File: src/rtl/rgb_pwm_pkg.sv
// Shared constants and types for the RGB PWM driver.
// Colour word layout is red in the top byte, blue in the bottom byte.
package rgb_pwm_pkg;

   localparam int          PWM_W   = 8;
   localparam logic [7:0]  CNT_MAX = 8'd254;

   localparam int R_HI = 23;
   localparam int R_LO = 16;
   localparam int G_HI = 15;
   localparam int G_LO = 8;
   localparam int B_HI = 7;
   localparam int B_LO = 0;

   typedef logic [PWM_W-1:0] duty_t;

endpackage

File: src/rtl/rgb_pwm_driver_if.sv
// Colour load strobe in, PWM drive and frame pulse out.
// The converter side is the master; the driver is the slave.
interface rgb_pwm_driver_if;

   logic        enable;
   logic [23:0] rgb;
   logic        pwm_r;
   logic        pwm_g;
   logic        pwm_b;
   logic        frame_done;

   modport master (
      output enable,
      output rgb,
      input  pwm_r,
      input  pwm_g,
      input  pwm_b,
      input  frame_done
   );

   modport slave (
      input  enable,
      input  rgb,
      output pwm_r,
      output pwm_g,
      output pwm_b,
      output frame_done
   );

endinterface

File: src/rtl/rgb_pwm_driver_pwm_channel.sv
// One PWM channel: active duty register, comparator and output flop.
// Define RGB_PWM_INVERT_EN for common-anode LEDs (output low = lit).
module pwm_channel
   import rgb_pwm_pkg::*;
(
   input  logic  clk,
   input  logic  rst,
   input  logic  load_i,
   input  duty_t duty_i,
   input  duty_t cnt_i,
   output logic  pwm_o
);

`ifdef RGB_PWM_INVERT_EN
   localparam logic IDLE_LVL = 1'b1;
`else
   localparam logic IDLE_LVL = 1'b0;
`endif

   duty_t active_q, active_d;
   logic  pwm_q, pwm_d;

   // The comparison uses the pre-load duty, so a new colour reaches the pin one clock after the wrap.
   always_comb begin
      active_d = load_i ? duty_i : active_q;
      pwm_d    = (cnt_i < active_q) ^ IDLE_LVL;
   end

   always_ff @(posedge clk or posedge rst) begin
      if (rst) begin
         active_q <= '0;
         pwm_q    <= IDLE_LVL;
      end else begin
         active_q <= active_d;
         pwm_q    <= pwm_d;
      end
   end

   assign pwm_o = pwm_q;

endmodule

File: src/rtl/rgb_pwm_driver.sv
// RGB LED PWM driver with frame-aligned double buffering of the colour word.
// Optional macro RGB_PWM_INVERT_EN (in pwm_channel) inverts the three PWM outputs.
module rgb_pwm_driver
   import rgb_pwm_pkg::*;
#(
   parameter int PRESCALE = 4
)
(
   input  logic clk,
   input  logic rst,
   rgb_pwm_driver_if.slave io
);

   localparam int               PRE_W    = (PRESCALE > 1) ? $clog2(PRESCALE) : 1;
   localparam logic [PRE_W-1:0] PRE_LAST = PRE_W'(PRESCALE - 1);

   logic [PRE_W-1:0] pre_q, pre_d;
   duty_t            cnt_q, cnt_d;
   logic [23:0]      pending_q, pending_d;
   logic             frameDone_q, frameDone_d;
   logic             tick;
   logic             wrap;

   // A frame is 255 count steps; the wrap tick is where the pending colour becomes active.
   always_comb begin
      tick        = (pre_q == PRE_LAST);
      wrap        = tick && (cnt_q == CNT_MAX);
      pre_d       = tick ? '0 : pre_q + PRE_W'(1);
      cnt_d       = cnt_q;
      if (tick) begin
         cnt_d = wrap ? '0 : cnt_q + 8'd1;
      end
      pending_d   = io.enable ? io.rgb : pending_q;
      frameDone_d = wrap;
   end

   always_ff @(posedge clk or posedge rst) begin
      if (rst) begin
         pre_q       <= '0;
         cnt_q       <= '0;
         pending_q   <= '0;
         frameDone_q <= 1'b0;
      end else begin
         pre_q       <= pre_d;
         cnt_q       <= cnt_d;
         pending_q   <= pending_d;
         frameDone_q <= frameDone_d;
      end
   end

   pwm_channel uRed (
      .clk    (clk),
      .rst    (rst),
      .load_i (wrap),
      .duty_i (pending_q[R_HI:R_LO]),
      .cnt_i  (cnt_q),
      .pwm_o  (io.pwm_r)
   );

   pwm_channel uGreen (
      .clk    (clk),
      .rst    (rst),
      .load_i (wrap),
      .duty_i (pending_q[G_HI:G_LO]),
      .cnt_i  (cnt_q),
      .pwm_o  (io.pwm_g)
   );

   pwm_channel uBlue (
      .clk    (clk),
      .rst    (rst),
      .load_i (wrap),
      .duty_i (pending_q[B_HI:B_LO]),
      .cnt_i  (cnt_q),
      .pwm_o  (io.pwm_b)
   );

   assign io.frame_done = frameDone_q;

endmodule

File: src/flat_wrapper.sv
// flat-port wrapper written by rule: the top's interface ports become plain ports
module rgb_pwm_driver_flat import rgb_pwm_pkg::*;
#(
   parameter int PRESCALE = 4
)
  (clk, rst, io_enable, io_rgb, io_pwm_r, io_pwm_g, io_pwm_b, io_frame_done);
  rgb_pwm_driver_if io_i ();
  input  logic clk;
  input  logic rst;
  input wire logic [$bits(io_i.enable)-1:0] io_enable;
  input wire logic [$bits(io_i.rgb)-1:0] io_rgb;
  output wire logic [$bits(io_i.pwm_r)-1:0] io_pwm_r;
  output wire logic [$bits(io_i.pwm_g)-1:0] io_pwm_g;
  output wire logic [$bits(io_i.pwm_b)-1:0] io_pwm_b;
  output wire logic [$bits(io_i.frame_done)-1:0] io_frame_done;
  assign io_i.enable = io_enable;
  assign io_i.rgb = io_rgb;
  assign io_pwm_r = io_i.pwm_r;
  assign io_pwm_g = io_i.pwm_g;
  assign io_pwm_b = io_i.pwm_b;
  assign io_frame_done = io_i.frame_done;
  rgb_pwm_driver #(.PRESCALE(PRESCALE)) u_core (.clk(clk), .rst(rst), .io(io_i));
endmodule
File: config.mk
export PLATFORM = sky130hd
export DESIGN_NAME = rgb_pwm_driver_flat
export DESIGN_NICKNAME = d
export VERILOG_FILES = /design/src/rtl/rgb_pwm_pkg.sv /design/src/rtl/rgb_pwm_driver_if.sv /design/src/rtl/rgb_pwm_driver_pwm_channel.sv /design/src/rtl/rgb_pwm_driver.sv /design/src/flat_wrapper.sv
export SDC_FILE = /design/constraint.sdc
export NUM_CORES = 1
export LEC_CHECK = 0
export CORE_UTILIZATION = 51
export DETAILED_ROUTE_END_ITERATION = 8
export GPL_ROUTABILITY_DRIVEN = 0
export PLACE_DENSITY_LB_ADDON = 0.15
export SLEW_MARGIN = 20
export SYNTH_ARGS = -nofsm -noshare
export SYNTH_HDL_FRONTEND = slang
export SYNTH_SLANG_ARGS = --single-unit
File: constraint.sdc
create_clock -name clk -period 1.8 [get_ports clk]
set_input_delay 0.36 -clock clk [delete_from_list [all_inputs] [get_ports clk]]
set_output_delay 0.36 -clock clk [all_outputs]
set_load 0.01 [all_outputs]
Word-level counts from Yosys, hierarchy flattened --
Index checks and enable logic that the tools add are counted.
Word-level totals: bits in latches 0, word-level logic and storage cells 20, memories kept 0, flip-flop bits (word level) 62, memory bits (writable) 0, memory bits (read-only) 0
Operators by class: divide/modulo/power cells 0, eq/ne operators 2, bitwise operators 0, add/subtract/negate cells 2, multipliers 0, mux-type cells 2, reductions and logical operators 1, $lt $le $gt $ge 3, shifts and indexed selects 0
Operator list (count):
- < comparator 8 bit | 3
- adder 8 x 1 -> 8 bit (second input constant) | 1
- == test 8 bit (second input constant) | 1
- two-way mux 8 bit | 1
- adder 2 x 1 -> 2 bit (second input constant) | 1
- == test 2 bit (second input constant) | 1
- two-way mux 2 bit | 1
- logical AND 1 bit | 1

Logic depth before layout (Yosys ltp) --
Gate-level depths: netlist of the first run.
depth after elaboration 3, depth in mapped cells 6, mapped depth without buffers 5

Hierarchy --
A second synthesis of the first run with hierarchy kept.
Unflattened totals: cells, all modules 254, area, all modules 2870.3 µm²
By module, submodules not included:
- pwm_channel | instances 3, cells each 51, area each 483.0 µm²
- rgb_pwm_driver | instances 1, cells each 101, area each 1421.4 µm²

Worst setup path after synthesis of the first run --
OpenSTA, ideal clock, no wires.
kind register to register, start register u_core.cnt_q[0], end register u_core.uBlue.active_q[0], arrival time 1532 ps, slack 143 ps, path buffers 1, data required time 1675 ps, cell stages (with the launch flop) 7, clock period less this slack 1657 ps, library setup time 125 ps, path through dfrtp_1 -> inv_1 -> ha_1 -> nand4_4 -> nor2_8 -> buf_12 -> mux2_4
On the way: word-level cells in the longest chain between the ends 2
RTL lines:
- start: declaration | RTL line rgb_pwm_driver.sv:18 | duty_t cnt_q, cnt_d;
- start signal: assignment | RTL line rgb_pwm_driver.sv:45 | cnt_q <= cnt_d;
- == test 8 bit | RTL line rgb_pwm_driver.sv:27 | wrap = tick && (cnt_q == CNT_MAX);
- logical AND 1 bit | RTL line rgb_pwm_driver.sv:27
- end signal: assignment | RTL line rgb_pwm_driver_pwm_channel.sv:34 | active_q <= active_d;
- end: declaration | RTL line rgb_pwm_driver_pwm_channel.sv:20 | duty_t active_q, active_d;
No other way between the ends. A chain may end at the register's enable or synchronous reset.

Worst setup path in the final report of the first run --
start register u_core.cnt_q[0], end register u_core.uBlue.active_q[7]
The elaborated chain is that of the path after synthesis.

==> results of run 1 <==
==> through the flow <==
step	cells	setup slack (ns)	hold WS (ns)	total power, mW
detailed placement	334	0.110	0.421	1.67
global route	351	0.0197	0.453	2.97
global placement	334	0.145	0.417	1.67
finish	351	0.121	0.428	2.87
CTS	350	0.0869	0.431	2.91
floorplan	225	0.143	0.403	1.58
==> layout by cell type (no fill, tap or decap), drive strengths merged, types with 7 or more instances in the layout <==
| cell type | instances |
|---|---|
| a21o | 7 |
| a21oi | 9 |
| buf | 14 |
| clkbuf | 13 |
| clkdlybuf4s50 | 30 |
| dfrtp | 62 |
| ha | 24 |
| inv | 24 |
| mux2 | 49 |
| o21ai | 10 |
==> worst max path at each step <==
stage,startpoint,end,slack [ns],depth (start not counted)
6_report,u_core.cnt_q[0]$_DFFE_PP0N_,u_core.uBlue.active_q[7]$_DFFE_PP0P_,0.12,6
5_1_grt,u_core.cnt_q[0]$_DFFE_PP0N_,u_core.uBlue.active_q[7]$_DFFE_PP0P_,0.02,6
4_1_cts,u_core.cnt_q[0]$_DFFE_PP0N_,u_core.uBlue.active_q[7]$_DFFE_PP0P_,0.09,6
3_5_place_dp,u_core.cnt_q[0]$_DFFE_PP0N_,u_core.uGreen.active_q[7]$_DFFE_PP0P_,0.11,6
3_3_place_gp,u_core.cnt_q[0]$_DFFE_PP0N_,u_core.uBlue.active_q[7]$_DFFE_PP0P_,0.14,6
2_1_floorplan,u_core.cnt_q[0]$_DFFE_PP0N_,u_core.uBlue.active_q[0]$_DFFE_PP0P_,0.14,6
==> sequential cells by signal, summed over array words and instances, names as in the netlist <==
register,cells
u_core.pre_q,2
u_core.pending_q,24
u_core.uBlue.active_q,8
u_core.uGreen.pwm_o,1
u_core.uRed.active_q,8
u_core.uBlue.pwm_o,1
u_core.uGreen.active_q,8
u_core.io.frame_done,1
u_core.uRed.pwm_o,1
u_core.cnt_q,8
==> routing by layer <==
metal	part of all wire, %	vias to the layer above
met3	2.9	9
met1	49	898
met2	46	28
met4	2.3	0
met5	0	-
li1	-	898
==> logic make-up after synthesis <==
| kind of cell | count (synthesis) | synth area share [%] |
|---|---|---|
| DFF | 62 | 51.2 |
| muxes | 50 | 20.9 |
| AOI/OAI and AO/OA | 36 | 7.48 |
| buffers and inverters | 31 | 5.25 |
| adders and majority gates | 24 | 9.92 |
| and+or+nand+nor | 22 | 5.21 |
==> power by group <==
| group | internal, mW | switching, mW |
|---|---|---|
| Sequential | 1.45 | 0.0300 |
| Clock | 0.714 | 0.517 |
| Combinational | 0.107 | 0.0559 |
==> area by class of cell <==
| cell class | count | area (µm²) |
|---|---|---|
| Tap cell | 72 | 90.1 |
| Fill cell | 450 | 1890 |
| Timing Repair Buffer | 44 | 455 |
| Multi-Input combinational cell | 132 | 1320 |
| Sequential cell | 62 | 1550 |
| Inverter | 25 | 97.6 |
| Clock inverter | 3 | 42.5 |
| Clock buffer | 13 | 159 |
==> worst max-delay path, delay by kind of cell (launching register included) <==
kind | cells | cell delay [ns]
and+or+nand+nor | 2 | 0.37
DFF | 1 | 0.38
muxes | 1 | 0.34
buffers and inverters | 2 | 0.26
adders and majority gates | 1 | 0.22
==> flow_summary_export.csv, run 1 <==
group,metric,value,unit
status,status,"finished, final reports clean",
setup_path,arrival,1.90,ns
cts,hold_buffers,0,
global_route,grt_pass1_vias,1923,
cts,cts_buffer_depth,2,
placed_design,dp_hpwl,3460,µm
cts,cts_resized,0,
die,core_area,0.00561,mm²
placed_design,placed_cell_area,0.00350,mm²
global_route,grt_use_met2,30.5,%
sta,setup_viol,0,
synthesis,synth_area,0.00303,mm²
route,post_drt_wl_per_cell,14.5,µm
global_route,antenna_found_initial,0,
setup_path,setup.worst_path.start_class,"flop",
synthesis,syn-instance-count,225,
die,ioPinCount,31,
placed_design,portBuffers,30,
die,die_h,79.1,µm
cts,htreeDepth,3,
power_and_ir_drop,cellLeakagePower,1.72,nW
route,viasPerCell,5.22,
cts,cts.sinks,62,
setup_path,cp_cell_sequence,"inv_1 -> ha_1 -> nand4_4 -> nor2_8 -> buf_12 -> mux2_2",
synthesis,yosysWarnings,0,
sta,hold_violations,0,
synthesis,synth_top_cell_area_share,51.2,%
setup_path,crit_slowest_cell,"dfrtp_1",
cts,cts_tree,"done",
finish,diodes,0,
synthesis,yosysSeqAreaShare,51.2,%
global_route,grt_pass1_wl,9140,µm
route,drc_errors,0,
power_and_ir_drop,peakVddDrop,0.581,mV
setup_path,path_max_fanout,12,
cts,post_cts_buffers,0,
sta,tightest_slew,0.328,ns
worst_hold_path,min_from,"u_core.pre_q[0]$_DFF_PP0_",
setup_path,max_stage_delay,0.38,ns
synthesis,ys_seq_elements,62,
setup_path,worstSetupPathType,"reg2reg",
synthesis,synth_edf_count,0,
sta,fin_crit_sh,93.3,%
route,antenna_left,0,
setup_path,crit_path_end_kind,"flop",
sta,clock_skew,0.00400,ns
sta,drv_slew,0,
synthesis,async_reset_ff_share,100,%
setup_path,r2r_setup_slack,0.12,ns
sta,fmax,596,MHz
finish,fin_util,66.2,%
worst_hold_path,min_delay_worst_endpoint,"u_core.pre_q[0]$_DFF_PP0_",
synthesis,yosysUniqueCellTypes,31,
global_route,grt_util_met1,26.2,%
route,dr.first_iter.drc_count,100,
synthesis,yosys.area.top_type,"dfrtp_1",
setup_path,r2r_end,"u_core.uBlue.active_q[7]$_DFFE_PP0P_",
setup_path,reg2regPathDepth,6,
die,die_x,79.1,µm
route,first_pass_iters,4,
finish,area_growth,22.6,%
global_route,busiest_layer,"met2",
synthesis,yosysMostFrequentCell,"dfrtp_1",
global_route,grt_max_degree,63,
synthesis,synthTopCellsByCount,"62 x dfrtp_1, 30 x mux2_2, 25 x inv_1, 24 x ha_1, 19 x mux2_4",
sta,rsz0062_at_grt,"no",
synthesis,synthesis.nets,276,
cts,cts_inserted_buffers,9,
synthesis,yosys-top-cells-area,"dfrtp_1 51%, mux2_2 11%, ha_1 9.9%, mux2_4 9.4%, inv_1 3.1%",
setup_path,cp.required,2.02,ns
power_and_ir_drop,pwr_density_cell,773,mW/mm²
die,initial_core_util,54.0,%
cts,clk_pin_slew_worst_paths,0.07,ns
route,wl,5090,µm
global_route,grt_util_met3,4.14,%
route,vias,1833,
worst_hold_path,min_path_cells,1,
finish,layout-drive-gt1-share,29.7,%
sta,slew_headroom,78.2,%
synthesis,synth.avg_cell_area,13.5,µm²
setup_path,r2r-start,"u_core.cnt_q[0]$_DFFE_PP0N_",
cts,insertion_delay,0.33,ns
flow_run,max_cap_violations,0,
finish,final_area,0.00371,mm²
sta,tns,0,ns
global_route,grt_usage,19.8,%
die,rows,27,
finish,fin_nets,325,
synthesis,synthFlopType,"dfrtp_1",
global_route,grt_overflow,0,
worst_hold_path,hold_path_class,"reg2reg",
sta,period_minus_slack,1.68,ns
cts,clockRootBuffer,"clkbuf_8",
die,fp.dieArea,0.00625,mm²
(Power assumes the default switching activity.)
==> inputs of run 2 (changes only) <==
ABC_AREA = 1   (was unset)
==> run 2 against run 1 <==
  * Final area is 5.1% lower
  * Global-route usage down 0.12 points
  * Critical endpoint is now u_core.cnt_q[2]$_DFFE_PP0N_
  * Critical path type unchanged
  * Clock-buffer cell count stayed put
  * Critical path depth is 1 higher
==> flow_summary_export.csv, run 2 <==
group,metric,value,unit
status,status,"finished, final reports clean",
synthesis,synth_top_cell_area_share,52.0,%
global_route,antenna_found_initial,0,
sta,drv_slew,0,
cts,cts.sinks,62,
synthesis,synth_area,0.00298,mm²
synthesis,synthesis.nets,384,
global_route,grt_overflow,0,
synthesis,yosysUniqueCellTypes,17,
cts,clk_pin_slew_worst_paths,0.06,ns
cts,post_cts_buffers,0,
cts,htreeDepth,3,
cts,cts_inserted_buffers,9,
route,vias,2128,
setup_path,setup.worst_path.start_class,"flop",
die,core_area,0.00557,mm²
sta,rsz0062_at_grt,"no",
route,dr.first_iter.drc_count,139,
finish,layout-drive-gt1-share,9.89,%
setup_path,arrival,1.80,ns
finish,most-common-layout-cells,"86 x nand2_1, 62 x dfrtp_1, 57 x inv_1",
flow_run,max_cap_violations,0,
synthesis,syn-instance-count,333,
power_and_ir_drop,seqPwrFrac,55.9,%
synthesis,yosysMostFrequentCell,"nand2_1",
cts,hold_buffers,0,
finish,fin_util,63.2,%
power_and_ir_drop,power,2.60,mW
synthesis,synthFlopType,"dfrtp_1",
sta,clock_skew,0.00593,ns
cts,clockRootBuffer,"clkbuf_8",
finish,fin_nets,421,
synthesis,synthTopCellsByCount,"87 x nand2_1, 62 x dfrtp_1, 58 x inv_1, 31 x o21ai_0, 24 x ha_1",
route,first_pass_iters,4,
sta,finalWorstSetupSlack,0.244,ns
worst_hold_path,min_from,"u_core.pre_q[0]$_DFF_PP0_",
sta,fmax,643,MHz
setup_path,crit_path_end_kind,"flop",
die,die_x,78.5,µm
setup_path,r2r-start,"u_core.pre_q[0]$_DFF_PP0_",
worst_hold_path,hold_path_class,"reg2reg",
finish,largest_reg_flops,24,
sta,setup_viol,0,
power_and_ir_drop,pwr_density_cell,737,mW/mm²
synthesis,yosys.area.top_type,"dfrtp_1",
cts,cts_buffer_depth,2,
die,ioPinCount,31,
finish,area_growth,18.2,%
cts,cts_tree,"done",
global_route,grt_usage,19.7,%
global_route,grt_pass1_wl,9160,µm
sta,slew_headroom,76.3,%
synthesis,synth.avg_cell_area,8.95,µm²
die,fp.dieArea,0.00616,mm²
cts,insertion_delay,0.33,ns
synthesis,synth_edf_count,0,
die,initial_core_util,53.5,%
finish,final_common_cell,"nand2_1",
die,die_h,78.5,µm
setup_path,worstSetupStartpoint,"u_core.pre_q[0]$_DFF_PP0_",
synthesis,ys_seq_elements,62,
power_and_ir_drop,p_clk_share,37.4,%
synthesis,yosysSeqAreaShare,52.0,%
placed_design,dp_hpwl,3450,µm
sta,fin_crit_sh,86.4,%
route,viasPerCell,4.77,
power_and_ir_drop,swShare,22.6,%
route,antenna_left,0,
power_and_ir_drop,power_switching,0.588,mW
synthesis,yosysWarnings,0,
route,post_drt_wl_per_cell,11.2,µm
sta,hold_violations,0,
finish,regMostFlops,"u_core.pending_q",
synthesis,yosys-top-cells-area,"dfrtp_1 52%, nand2_1 11%, ha_1 10%, inv_1 7.3%, o21ai_0 5.2%",
sta,tns,0,ns
global_route,grt_max_degree,63,
power_and_ir_drop,cellLeakagePower,1.72,nW
placed_design,portBuffers,30,
finish,diodes,0,
placed_design,dp_slack,0.259,ns
power_and_ir_drop,combPwrFrac,6.7,%
sta,tightest_slew,0.355,ns
sta,hold_ws,0.422,ns
setup_path,path_max_fanout,31,
setup_path,cp.required,2.05,ns
power_and_ir_drop,peakVddDrop,0.435,mV
setup_path,worstSetupPathType,"reg2reg",
cts,cts_resized,0,
sta,period_minus_slack,1.56,ns
route,drc_errors,0,
global_route,grt_pass1_vias,2153,
route,wl,4980,µm
die,rows,27,
power_and_ir_drop,p_int,2.01,mW
synthesis,async_reset_ff_share,100,%
run 2: changes by cell type after synthesis, moves of 10 or more:
cell     change
inv_1       +33
nand2_1     +83
o21ai_0     +22
mux2_2      -30
nor2_1      +10
o21ai_2     +16
mux2_4      -19
run 2: power by group through the flow:
stage                     clock [mW]  combinational, mW  sequential, mW
final                          0.972              0.173            1.45
after floorplan                    0             0.0885            1.48
after CTS                       1.01              0.178            1.45
after global routing            1.06              0.203            1.46
after detailed placement           0              0.178            1.48
after global placement             0              0.173            1.48
run 2: kinds of logic after synthesis:
kind of cell	synth area share, %
buffers and inverters	10.1
AOI/OAI and AO/OA	13.6
adders and majority gates	10.1
and+or+nand+nor	14.2
DFF	52.0
run 2: final timing paths:
kind,endpoint,slack [ns],cells past startpoint
min in group asynchronous,u_core.pending_q[5]$_DFFE_PP0P_,0.44,3
max in group asynchronous,u_core.uRed.active_q[7]$_DFFE_PP0P_,1.06,3
hold / removal,u_core.pre_q[0]$_DFF_PP0_,0.42,1
setup reg to reg,u_core.cnt_q[2]$_DFFE_PP0N_,0.24,7
hold reg to reg,u_core.pre_q[0]$_DFF_PP0_,0.42,1
setup / recovery,u_core.cnt_q[2]$_DFFE_PP0N_,0.24,7
run 2: routing by layer:
metal | routed length (µm) | vias up | track usage (%)
li1 | - | 1115 | -
met1 | 2370 | 967 | 23.7
met2 | 2350 | 41 | 32.9
met3 | 210 | 5 | 6.40
met4 | 46 | 0 | 7.41
met5 | 0 | - | 0
run 2: area by class of cell:
| cell class | instances | area (µm²) |
|---|---|---|
| sequential | 62 | 1550 |
| tap | 72 | 90.1 |
| multi-input combinational | 201 | 1130 |
| inverter | 59 | 225 |
| fill | 492 | 2050 |
| clock inverter | 2 | 10.0 |
| timing repair buffer | 37 | 378 |
| clock buffer | 13 | 139 |
run 2: metrics by stage:
step	area, µm²	cells
floorplan	2990	333
global route	3520	446
detailed placement	3380	431
global placement	3380	431
finish	3520	446
CTS	3520	446
run 2: critical path: stages (launching register included):
cell	delay (ns)
dfrtp_1	0.38
ha_1	0.28
inv_2	0.09
nor3_1	0.06
nand2_2	0.07
buf_4	0.32
inv_1	0.12
nor3_1	0.15
